<file path="src/rtl/ex_ma_latch.sv">
// EX->MA pipeline boundary: registers the ALU result and control bundle, owns the
// cmp-written flags register, resolves branches and keeps saturating debug counters.
module ex_ma_latch #(
    parameter int DATA_W = 32,
    parameter int RD_W   = 4,
    parameter int CNT_W  = 16
) (
    input  logic              clk,
    input  logic              rst_n,
    input  logic              EX_valid,
    input  logic [DATA_W-1:0] EX_ALU_Result,
    input  logic [1:0]        EX_flags,
    input  logic              EX_isCmp,
    input  logic              EX_isBeq,
    input  logic              EX_isBgt,
    input  logic              EX_isUBranch,
    input  logic [DATA_W-1:0] EX_branchTarget,
    input  logic [DATA_W-1:0] EX_Op2,
    input  logic [DATA_W-1:0] EX_pc,
    input  logic [RD_W-1:0]   EX_rd,
    input  logic [3:0]        EX_MemWb_Signals,
    input  logic              MA_stall,
    output logic              branch_taken,
    output logic [DATA_W-1:0] branch_pc,
    output logic [1:0]        flags_q,
    output logic              MA_valid,
    output logic [DATA_W-1:0] MA_ALU_Result,
    output logic [DATA_W-1:0] MA_Op2,
    output logic [DATA_W-1:0] MA_pc,
    output logic [RD_W-1:0]   MA_rd,
    output logic [3:0]        MA_MemWb_Signals,
    output logic [CNT_W-1:0]  retired_cnt,
    output logic [CNT_W-1:0]  taken_cnt
);

    logic              accept;
    logic              cond;

    logic [1:0]        flags_d;
    logic              valid_q, valid_d;
    logic [DATA_W-1:0] aluRes_q, aluRes_d;
    logic [DATA_W-1:0] op2_q, op2_d;
    logic [DATA_W-1:0] pc_q, pc_d;
    logic [RD_W-1:0]   rd_q, rd_d;
    logic [3:0]        memWb_q, memWb_d;
    logic [CNT_W-1:0]  retired_q, retired_d;
    logic [CNT_W-1:0]  taken_q, taken_d;

    assign accept = EX_valid & ~MA_stall;

    // Branches see the flags as they were before this cycle's cmp commits.
    assign cond = EX_isUBranch | (EX_isBeq & flags_q[0]) | (EX_isBgt & flags_q[1]);

    // rst_n gating drops an in-flight redirect the moment reset asserts.
    assign branch_taken = rst_n & accept & cond;
    assign branch_pc    = EX_branchTarget;

    always_comb begin
        flags_d   = flags_q;
        valid_d   = valid_q;
        aluRes_d  = aluRes_q;
        op2_d     = op2_q;
        pc_d      = pc_q;
        rd_d      = rd_q;
        memWb_d   = memWb_q;
        retired_d = retired_q;
        taken_d   = taken_q;

        if (accept && EX_isCmp) begin
            flags_d = EX_flags;
        end

        if (!MA_stall) begin
            valid_d  = EX_valid;
            aluRes_d = EX_ALU_Result;
            op2_d    = EX_Op2;
            pc_d     = EX_pc;
            rd_d     = EX_rd;
            memWb_d  = EX_valid ? EX_MemWb_Signals : 4'b0000;
        end

        if (accept && (retired_q != {CNT_W{1'b1}})) begin
            retired_d = retired_q + 1'b1;
        end

        if (branch_taken && (taken_q != {CNT_W{1'b1}})) begin
            taken_d = taken_q + 1'b1;
        end
    end

    always_ff @(posedge clk or negedge rst_n) begin
        if (!rst_n) begin
            flags_q   <= 2'b00;
            valid_q   <= 1'b0;
            aluRes_q  <= '0;
            op2_q     <= '0;
            pc_q      <= '0;
            rd_q      <= '0;
            memWb_q   <= 4'b0000;
            retired_q <= '0;
            taken_q   <= '0;
        end else begin
            flags_q   <= flags_d;
            valid_q   <= valid_d;
            aluRes_q  <= aluRes_d;
            op2_q     <= op2_d;
            pc_q      <= pc_d;
            rd_q      <= rd_d;
            memWb_q   <= memWb_d;
            retired_q <= retired_d;
            taken_q   <= taken_d;
        end
    end

    assign MA_valid         = valid_q;
    assign MA_ALU_Result    = aluRes_q;
    assign MA_Op2           = op2_q;
    assign MA_pc            = pc_q;
    assign MA_rd            = rd_q;
    assign MA_MemWb_Signals = memWb_q;
    assign retired_cnt      = retired_q;
    assign taken_cnt        = taken_q;

endmodule

</file>
<file path="config.mk">
export PLATFORM = sky130hd
export DESIGN_NAME = ex_ma_latch
export DESIGN_NICKNAME = d
export VERILOG_FILES = /design/src/rtl/ex_ma_latch.sv
export SDC_FILE = /design/constraint.sdc
export NUM_CORES = 1
export LEC_CHECK = 0
export CORE_AREA = 2 2 124 126
export DETAILED_ROUTE_END_ITERATION = 8
export DIE_AREA = 0 0 126 128
export PLACE_DENSITY = 0.92
export SLEW_MARGIN = 20
export SYNTH_ARGS = -nofsm -noshare
export SYNTH_HDL_FRONTEND = slang
export SYNTH_SLANG_ARGS = --single-unit
</file>
<file path="constraint.sdc">
create_clock -name clk -period 3.7 [get_ports clk]
set_input_delay 0.74 -clock clk [delete_from_list [all_inputs] [get_ports clk]]
set_output_delay 0.74 -clock clk [all_outputs]
set_load 0.05 [all_outputs]
</file>
# == Word-level counts from Yosys, hierarchy flattened ==
# Index checks and enable logic that the tools add are counted.
# word_totals
register_bits,139
output_inout_bits,172
# op_classes
n_eq_ne,2
mux,1
n_reduce_logical,3
n_addsub,2
bitwise,8
# op_table
op,count
$add A16 B1 Y16 const B,2
$ne A16 B16 Y1 const B,2
$and A1 B1 Y1,5
$mux W4,1
$logic_and A1 B1 Y1,3
$or A1 B1 Y1,2
$not A1 Y1,1

# == Longest topological paths before layout ==
# Gate-level depths: netlist of run 1.
# logic_depth
depth_word,5
mapped_depth,7
depth_no_buf,6

# == Least setup slack after synthesis of run 1 ==
# OpenSTA, ideal clock, no wires.
# synth_timing
kind,in2out
from,in EX_isBeq
to,out branch_taken
arrival_time_ps,1415
path_buffers,1
path_stages,3
setup_slack_ps,1545
cell_sequence,a221o_1 and3_1 buf_2
# synth_between
elab_chain_len,4
# synth_lines
item,line,rtl
start: declaration,14,"input logic EX_isBeq,"
$and A1 B1 Y1,52,assign cond = EX_isUBranch | (EX_isBeq & flags_q[0]) | (EX_isBgt & flags_q[1]);
$or A1 B1 Y1 (2 in a row),52,
$and A1 B1 Y1,55,assign branch_taken = rst_n & accept & cond;
end: declaration,23,"output logic branch_taken,"
# Every way passes these cells.

# == Worst setup path in the final report of run 1 ==
# layout_timing
from,in EX_valid
to,out branch_taken
# layout_between
elab_chain_len,3
# layout_lines
item,line,rtl
start: declaration,10,"input logic EX_valid,"
$and A1 B1 Y1,49,assign accept = EX_valid & ~MA_stall;
$and A1 B1 Y1 (2 in a row),55,
# Every way passes these cells.

==> metrics.md, run 1 <==
| Metric | Value |
|---|---|
| Number of global-route vias before repair | `4386` |
| Internal power | `3380 µW` |
| Post-Synthesis Cells | `407` |
| Worst Setup Start Kind | `primary input` |
| Row count | `45` |
| Required time worst endpoint | `2.96 ns` |
| Clock tree from TritonCTS | `done` |
| Library cells used by synthesis | `32` |
| Grt total ovfl | `0` |
| Post-placement cell count | `804` |
| Worst-margin pin slew | `0.936 ns` |
| Slew HR | `37.6%` |
| Io pins | `318` |
| DRT antenna net count | `0` |
| IO Port Bufs | `253` |
| Global-route wire length before repair | `22400 µm` |
| Switch Pwr | `1610 µW` |
| Tot GR Track Use | `17.7%` |
| YS warnings | `0` |
| Status | `finished clean` |
| WL/cell | `17.0 µm` |
| Area of the core | `14900 µm²` |
| Die area | `16100 µm²` |
| Layout fillers | `1139` |
| Post-synthesis cell area | `5710 µm²` |
| Final #Nets | `783` |
| Fin. max-slew vios | `0` |
| Top achievable clock speed | `359 MHz` |
| Skew final | `0.00454 ns` |
| Power per cell area | `566 nW/µm²` |
| Clk network pwr share | `35.3%` |
| DRT Wirelength | `14200 µm` |
| Setup violators final | `0` |
| Vias per cell | `4.83` |
| First-pass iteration count of the detailed router | `4` |
| Worst path arrival time | `2.05 ns` |
| Clock network latency to the later pin of the worst-skew pair | `0.40 ns` |
| Kind of critical path | `in2out` |
| Post_cts resized | `0` |
| Pin count of the biggest net entering global routing | `75` |
| TNS Setup | `0 ns` |
| Mean area per synthesized cell | `14.0 µm²` |
| CTS H-tree depth | `4` |
| Layout Cells excl Fill | `835` |
| Share of cells above drive strength 1 | `22.1%` |
| Starting Density | `38.4%` |
| Vias | `4037` |
| DRC | `0` |
| Switching share of power | `32.3%` |
| Register area share after synthesis | `60.9%` |
| Maxcap violations | `0` |
| Setup crit end kind | `output port` |
| Hold buffers post-CTS | `0` |
| Setup WS pre-CTS | `0.916 ns` |
| Fin. Hold Viols | `0` |
| Clock Path Buffers | `2` |
| CTS clk-pin slew, worst paths | `0.05 ns` |
| Pleak | `0.00366 µW` |
| Tcrit/Tclk final | `75.4%` |
| Clock root cell | `clkbuf_16` |
| Min-delay worst type | `reg2reg` |
| Seq pwr share | `36.7%` |
| Dominant cells by area after synthesis | `dfrtp_1 (61%), mux2_2 (20%), buf_4 (4.2%)` |
| # diodes | `0` |
| Die Y | `128 µm` |
| Syn Nets | `555` |
| Initial antenna violation count | `0` |
| Post-DP HPWL | `10600 µm` |
| Synth Register Bits | `139` |
| Die width | `126 µm` |
| Max FO, Critical Path | `6` |
| Num CTS Buffers | `17` |
| Layout area overhead | `54.4%` |
| RSZ-0062 raised after global routing | `false` |
| Area leader, netlist | `dfrtp_1` |
| Hold_ws | `0.493 ns` |
| Setup repair bufs after CTS | `0` |
| Combinational Power Share | `28.0%` |
| Worst vdd ir | `0.290 mV` |
| Slack of the critical path | `0.912 ns` |
| GP Congestion | `0.783` |
| # clock sinks | `139` |
| DRT iter0 DRCs | `127` |
| Share of the synthesized area in the top cell type | `60.9%` |
| Final min period | `2.79 ns` |
through the flow:
step                      instance area, µm²  total power, µW  utilization [%]
after floorplan                         5710             2760                -
final                                   8810             4980             59.3
after detailed placement                8200             3250             55.1
after global placement                  8200             3210             55.1
after CTS                               8810             5040             59.3
after global routing                    8810             5180             59.3
registers in the layout, indices dropped and copies added, names as in the netlist:
signal / flops
MA_valid: 1
retired_cnt: 16
MA_pc: 32
taken_cnt: 16
MA_ALU_Result: 32
flags_q: 2
MA_Op2: 32
MA_MemWb_Signals: 4
MA_rd: 4
power by group through the flow:
stage | logic (µW) | registers [µW] | clock network (µW)
floorplan | 324 | 2430 | 0
detailed placement | 1400 | 1850 | 0
finish | 1390 | 1830 | 1760
CTS | 1410 | 1830 | 1800
global route | 1450 | 1850 | 1870
global placement | 1380 | 1840 | 0
synthesized netlist by cell type, drive strengths merged:
cell type and count:
buf 35, a221o 1, nor3 1, o21ai 6, nand3 9, and4 2, or3 2, nand2b 1
and2b 1, nand2 24, inv 1, clkbuf 12, dfrtp 139, and2 2, xnor2 22, xor2 6
mux2 104, o21a 2, mux2i 1, and3 10, ha 2, o2111ai 2, nor2 9, nand4 13
worst max-delay path, cell delays in order:
cell and delay [ns]:
clkdlybuf4s50_1 0.55, and2b_1 0.25, and3_1 0.28, buf_4 0.23
final cells by class:
cell class	count	area (µm²)	share of cell area, %
well taps	188	235	2.67
clock inverters	11	170	1.93
inverters	1	3.75	0.0426
flip-flops and latches	139	3480	39.5
clock buffers	20	447	5.07
multi-input cells	220	1930	21.9
repair buffers	256	2550	29.0
cell families (layout without fill, tap and decap cells):
logic type | Yosys count | after routing | synth area share (%)
flops | 139 | 139 | 60.9
mux | 105 | 105 | 20.8
simple gates | 74 | 74 | 6.86
buf+inv | 48 | 288 | 5.33
xor+xnor | 28 | 28 | 4.30
compound gates | 11 | 11 | 1.40
fa+ha+maj | 2 | 2 | 0.438
metal layers:
layer	part of all wire (%)	up-vias	GRT usage [%]
li1	-	1830	-
met1	38	1996	20.3
met2	51	180	30.0
met3	8.9	31	6.30
met4	2.3	0	7.95
met5	0	-	0
placed cells by master (no fill, tap or decap), types with 2 or more instances in the layout:
cell type	n
and2_1	2
and3_1	9
and4_1	2
buf_4	5
bufinv_16	4
clkbuf_1	2
clkbuf_16	17
clkdlybuf4s50_1	250
clkinv_2	2
clkinv_4	2
clkinvlp_4	3
dfrtp_1	139
ha_1	2
mux2_2	102
nand2_1	24
nand3_1	9
nand4_1	12
nor2_1	9
o2111ai_1	2
o21ai_0	5
xnor2_1	22
xor2_1	6
path summary, 6_finish.rpt:
path                                 from              to  slack, ns  depth (start not counted)
setup / recovery                 EX_valid    branch_taken       0.91                          4
hold / removal                   MA_valid        MA_valid       0.49                          2
setup reg to reg           retired_cnt[0]  retired_cnt[1]       1.92                          5
hold reg to reg                  MA_valid        MA_valid       0.49                          2
max in group asynchronous           rst_n      MA_Op2[30]       2.52                          2
min in group asynchronous           rst_n      flags_q[0]       0.51                          2
No activity file was read; power rests on OpenSTA's default activity.
==> run 2: changes to the inputs <==
--- a/config.mk
+++ b/config.mk
@@ -5,9 +5,9 @@
 export SDC_FILE = /design/constraint.sdc
 export NUM_CORES = 1
 export LEC_CHECK = 0
-export CORE_AREA = 2 2 124 126
+export CORE_MARGIN = 2
+export CORE_UTILIZATION = 39
 export DETAILED_ROUTE_END_ITERATION = 8
-export DIE_AREA = 0 0 126 128
 export PLACE_DENSITY = 0.92
 export SLEW_MARGIN = 20
 export SYNTH_ARGS = -nofsm -noshare
==> constraint.sdc (replaced) <==
create_clock -name clk -period 2.8 [get_ports clk]
set_input_delay 0.56 -clock clk [delete_from_list [all_inputs] [get_ports clk]]
set_output_delay 0.56 -clock clk [all_outputs]
set_load 0.05 [all_outputs]
==> run 2 against run 1 <==
Clock power rose by 20%. Cell area fell by 0.38%. Die area fell by 3.1%. First-iteration DRC count rose by 30%. Wire length rose by 0.14%. Critical path type unchanged. Highest routed layer unchanged.
==> metrics.md, run 2 (synthesis gave the netlist of run 1 again) <==
| Metric | Value |
|---|---|
| Seq pwr share | `38.0% (was 36.7%)` |
| Vias | `4064 (was 4037)` |
| Global-route wire length before repair | `22800 µm (was 22400 µm)` |
| Family with the most delay on the worst path | `buffers and inverters (unchanged)` |
| Skew final | `0.00403 ns (was 0.00454 ns)` |
| Setup crit end kind | `output port (unchanged)` |
| Worst path cell trace | `clkdlybuf4s50_1 > and2b_1 > and3_1 > buf_12 (was clkdlybuf4s50_1 > and2b_1 > and3_1 > buf_4)` |
| Maxcap violations | `0 (unchanged)` |
| Grt total ovfl | `0 (unchanged)` |
| Share of cells above drive strength 1 | `22.5% (was 22.1%)` |
| DRT antenna net count | `0 (unchanged)` |
| Vias per cell | `4.88 (was 4.83)` |
| Setup violators final | `0 (unchanged)` |
| Clk network pwr share | `33.1% (was 35.3%)` |
| Post-DP HPWL | `10500 µm (was 10600 µm)` |
| Tcrit/Tclk final | `86.4%` |
| CTS clk-pin slew, worst paths | `0.06 ns (was 0.05 ns)` |
| Combinational Power Share | `28.9% (was 28.0%)` |
| Power per cell area | `727 nW/µm² (was 566 nW/µm²)` |
| Pin count of the biggest net entering global routing | `140 (was 75)` |
| IO Port Bufs | `253 (unchanged)` |
| RSZ-0062 raised after global routing | `false (unchanged)` |
| Setup repair bufs after CTS | `0 (unchanged)` |
| Io pins | `318 (unchanged)` |
| Fin. Hold Viols | `0 (unchanged)` |
| Fin. max-slew vios | `0 (unchanged)` |
| Tot GR Track Use | `18.3% (was 17.7%)` |
| Switch Pwr | `2180 µW (was 1610 µW)` |
| First-pass iteration count of the detailed router | `4 (unchanged)` |
| Pleak | `0.00364 µW (was 0.00366 µW)` |
| Die area | `15600 µm² (was 16100 µm²)` |
| Row count | `44 (was 45)` |
| Clock network latency to the later pin of the worst-skew pair | `0.41 ns (was 0.40 ns)` |
| Area of the core | `14400 µm² (was 14900 µm²)` |
| Status | `finished clean (unchanged)` |
| Crit path buf inv count | `2 (unchanged)` |
| Starting Density | `39.6% (was 38.4%)` |
| Max FO, Critical Path | `6 (unchanged)` |
| Met3 track demand over resource | `7.74% (was 6.30%)` |
| GP Congestion | `0.859 (was 0.783)` |
| Commonest non-fill, non-tap cell in the layout | `clkdlybuf4s50_1 (unchanged)` |
| Met1 Use GR | `19.5% (was 20.3%)` |
| CP peak stage delay | `0.58 ns (was 0.55 ns)` |
| Num CTS Buffers | `17 (unchanged)` |
| Die width | `125 µm (was 126 µm)` |
| Clock Path Buffers | `2 (unchanged)` |
| Min-delay worst type | `in2async (was reg2reg)` |
| Slew HR | `43.3% (was 37.6%)` |
| Clock root cell | `clkbuf_16 (unchanged)` |
| TNS Setup | `0 ns (unchanged)` |
| DRT iter0 DRCs | `165 (was 127)` |
| Worst vdd ir | `0.370 mV (was 0.290 mV)` |
| Die Y | `125 µm (was 128 µm)` |
| Busiest layer in global routing | `met2 (unchanged)` |
| DRC | `0 (unchanged)` |
| Initial antenna violation count | `0 (unchanged)` |
| Slowest-stage cell, CP | `clkdlybuf4s50_1 (unchanged)` |
| Design area | `8780 µm² (was 8810 µm²)` |
| DRT Wirelength | `14200 µm (about the same)` |
| # diodes | `0 (unchanged)` |
| Worst path arrival time | `1.86 ns (was 2.05 ns)` |
| Final #Nets | `783 (unchanged)` |
| WL/cell | `17.1 µm (was 17.0 µm)` |
| Commonest cells after routing, fill and taps aside | `clkdlybuf4s50_1 (250), dfrtp_1 (139), mux2_2 (102) (unchanged)` |
| Top achievable clock speed | `413 MHz` |
| Kind of critical path | `in2out (unchanged)` |
| Layout area overhead | `53.8% (was 54.4%)` |
| Internal power | `4200 µW (was 3380 µW)` |
| Met2 usage | `30.9% (was 30.0%)` |
| Hold buffers post-CTS | `0 (unchanged)` |
| CTS H-tree depth | `4 (unchanged)` |
| Worst-margin pin slew | `0.851 ns (was 0.936 ns)` |
| Required time worst endpoint | `2.24 ns (was 2.96 ns)` |
| Final min period | `2.42 ns` |
| Number of global-route vias before repair | `4442 (was 4386)` |
| Final core utilization | `60.9% (was 59.3%)` |
| Post_cts resized | `0 (unchanged)` |
| Placed cell areas | `8220 µm² (was 8200 µm²)` |
| # clock sinks | `139 (unchanged)` |
| Clock tree from TritonCTS | `done (unchanged)` |
| Switching share of power | `34.2% (was 32.3%)` |
| Worst Setup Start Kind | `primary input (unchanged)` |
-- run 2: stage by stage --
step | hold WS [ns] | total power [µW] | cells | setup WS (ns)
2_1_floorplan | 0.264 | 3640 | 407 | 0.783
3_3_place_gp | 0.486 | 4260 | 800 | 0.380
3_5_place_dp | 0.492 | 4310 | 800 | 0.308
4_1_cts | 0.307 | 6440 | 832 | 0.383
5_1_grt | 0.336 | 6630 | 832 | 0.336
6_report | 0.197 | 6380 | 832 | 0.381
-- run 2: power by group through the flow --
| stage | registers (µW) | logic [µW] | clock network, µW |
|---|---|---|---|
| CTS | 2430 | 1860 | 2150 |
| detailed placement | 2460 | 1850 | 0 |
| floorplan | 3220 | 428 | 0 |
| global route | 2460 | 1920 | 2250 |
| finish | 2420 | 1840 | 2110 |
| global placement | 2430 | 1820 | 0 |
-- run 2: final timing paths --
path,slack [ns],to,startpoint,cells past startpoint
max,0.38,branch_taken,EX_valid,4
min,0.20,taken_cnt[7],rst_n,2
max reg2reg,1.00,taken_cnt[4],taken_cnt[0],6
min reg2reg,0.50,MA_MemWb_Signals[2],MA_MemWb_Signals[2],2
max in group asynchronous,1.93,MA_Op2[18],rst_n,2
min in group clk,0.50,MA_MemWb_Signals[2],MA_MemWb_Signals[2],2
-- run 2: layout make-up --
class / count / area, µm²
Timing Repair Buffer: 256 / 2580
Clock buffer: 18 / 439
Fill cell: 1091 / 5650
Tap cell: 184 / 230
Sequential cell: 139 / 3480
Clock inverter: 14 / 124
Multi-Input combinational cell: 220 / 1930
Inverter: 1 / 3.75
-- run 2: worst register-to-register path, stage by stage (launching register included) --
cell     delay [ns]
dfrtp_1        0.43
ha_1           0.25
and4_1         0.24
nand2_1        0.10
o21a_1         0.34
nand4_1        0.16
xnor2_1        0.15
-- run 2: per-layer routing --
metal  vias up  part of all wire [%]
met2       198                    51
met5         -                     0
met4         0                   3.9
met1      1981                    36
met3        46                   9.3
li1       1839                     -
==> run 3: changes to the inputs <==
--- a/config.mk
+++ b/config.mk
@@ -8,6 +8,7 @@
 export CORE_MARGIN = 2
 export CORE_UTILIZATION = 39
 export DETAILED_ROUTE_END_ITERATION = 8
+export HOLD_SLACK_MARGIN = 0.1
 export PLACE_DENSITY = 0.92
 export SLEW_MARGIN = 20
 export SYNTH_ARGS = -nofsm -noshare
==> results of run 3 <==
Same layout as run 2: the final DEF is identical, and so are final timing and power.
==> edit: new RTL, settings of run 1 <==
The parameter `DATA_W` goes from 32 to 28.
--- a/src/rtl/ex_ma_latch.sv
+++ b/src/rtl/ex_ma_latch.sv
@@ -1,7 +1,7 @@
 // EX->MA pipeline boundary: registers the ALU result and control bundle, owns the
 // cmp-written flags register, resolves branches and keeps saturating debug counters.
 module ex_ma_latch #(
-    parameter int DATA_W = 32,
+    parameter int DATA_W = 28,
     parameter int RD_W   = 4,
     parameter int CNT_W  = 16
 ) (
Ports: changed (8 resized); port bits go from 318 to 286. The function was not compared with the original's and may differ.
==> edit against run 1 <==
  * Power shrank 5.0%
  * Cell area shrank 5.8%
  * Cell count shrank 4.2%
  * Sequential cell count shrank 12
  * Synthesized area shrank 5.2%
  * Sequential power shrank 7%
  * Hold slack gained 1.4 ps
  * Global-route usage shrank 1.1 points
  * Setup slack lost 170 ps
  * Routed wire length shrank 5.0%
==> edit: results (changes against run 1) <==
stage,metric,value,unit,change
run_status,outcome,"finished, final reports clean",,unchanged
grt,grt.total_usage,16.66,%,was 17.74%
placed_design,dpl-instance-area,7700,µm²,was 8195 µm²
layout,drive_gt1_share,23.04,%,was 22.10%
placed_design,place.detailed.hpwl,9852,µm,was 10590 µm
placed_design,io_buffers,229,,was 253
synthesis,yosysSeqAreaShare,58.71,%,was 60.92%
synthesis,syn_nets,520,,was 555
power,p_leak,0.003472,µW,was 0.003665 µW
setup_path,arrival,2220,ps,was 2050 ps
layout,nNetsFinal,731,,was 783
power,ir_worst_vdd,0.3819,mV,was 0.2901 mV
setup_path,max_stage_delay,630,ps,was 550 ps
drt,drtIter0Drc,214,,was 127
synthesis,synth.distinct_cells,41,,was 32
grt,grt_pass1_vias,4235,,was 4386
synthesis,yosys-top-cells-count,"127 x dfrtp_1, 93 x mux2_2, 29 x buf_4, 22 x nand2_1, 22 x xor2_1",,"was 139 x dfrtp_1, 102 x mux2_2, 32 x buf_4, 24 x nand2_1, 22 x xnor2_1"
sta,tightest_slew,937.0,ps,was 936.1 ps
sta,fin_skew,5.665,ps,was 4.537 ps
placed_design,gp_congestion,0.8498,,was 0.7833
drt,routed_wirelength,13500,µm,was 14210 µm
placed_design,place_ws,731.1,ps,was 915.6 ps
placed_design,dp.cells,768,,was 804
setup_path,path_max_fanout,16,,was 6
grt,grt_pass1_wl,21420,µm,was 22450 µm
drt,wl_per_cell,16.87,µm,was 17.02 µm
synthesis,syn_avg_cell_area,13.95,µm²,was 14.03 µm²
-- edit: cell count changes in the layout (fill, tap and decap cells not counted), moves of 8 or more --
cell,run 1,this run
clkdlybuf4s50_1,250,226
dfrtp_1,139,127
mux2_2,102,93
xnor2_1,22,4
nor3_1,0,8
xor2_1,6,22
-- edit: logic make-up after synthesis --
logic type	Yosys count	synth area share (%)
buffers and inverters	42	5.155
AOI/OAI and AO/OA	11	1.364
xor gates and xnor gates	26	4.207
DFF	127	58.71
and+or+nand+nor	86	10.47
adders and majority gates	2	0.4622
muxes	94	19.63
-- edit: final timing paths --
path / cells after the start / to / slack [ps] / startpoint
setup / recovery: 5 / branch_taken / 740 / EX_valid
hold / removal: 2 / MA_valid / 490 / MA_valid
setup reg to reg: 6 / taken_cnt[1] / 1860 / taken_cnt[0]
hold reg to reg: 2 / MA_valid / 490 / MA_valid
max in group asynchronous: 2 / taken_cnt[1] / 2540 / rst_n
min in group asynchronous: 2 / MA_ALU_Result[13] / 580 / rst_n
-- edit: area by class of cell --
type                    instances  area, µm²
well taps                     188      235.2
repair buffers                233       2327
clock inverters                10      136.4
multi-input cells             219       1956
inverters                       1      3.754
fillers                      1200       6564
clock buffers                  22      464.2
flip-flops and latches        127       3178
-- edit: power groups by stage --
stage	registers, µW	clock network (µW)	logic [µW]
2_1_floorplan	2280	0	316
3_3_place_gp	1710	0	1340
3_5_place_dp	1730	0	1360
4_1_cts	1710	1720	1370
5_1_grt	1730	1790	1410
6_report	1710	1670	1350
-- edit: layer usage --
layer	GRT usage [%]	share of wire [%]	vias to the layer above
li1	-	-	1774
met1	19.05	38	1934
met2	27.93	52	154
met3	7.387	8.3	28
met4	5.753	1.7	0
met5	0	0	-
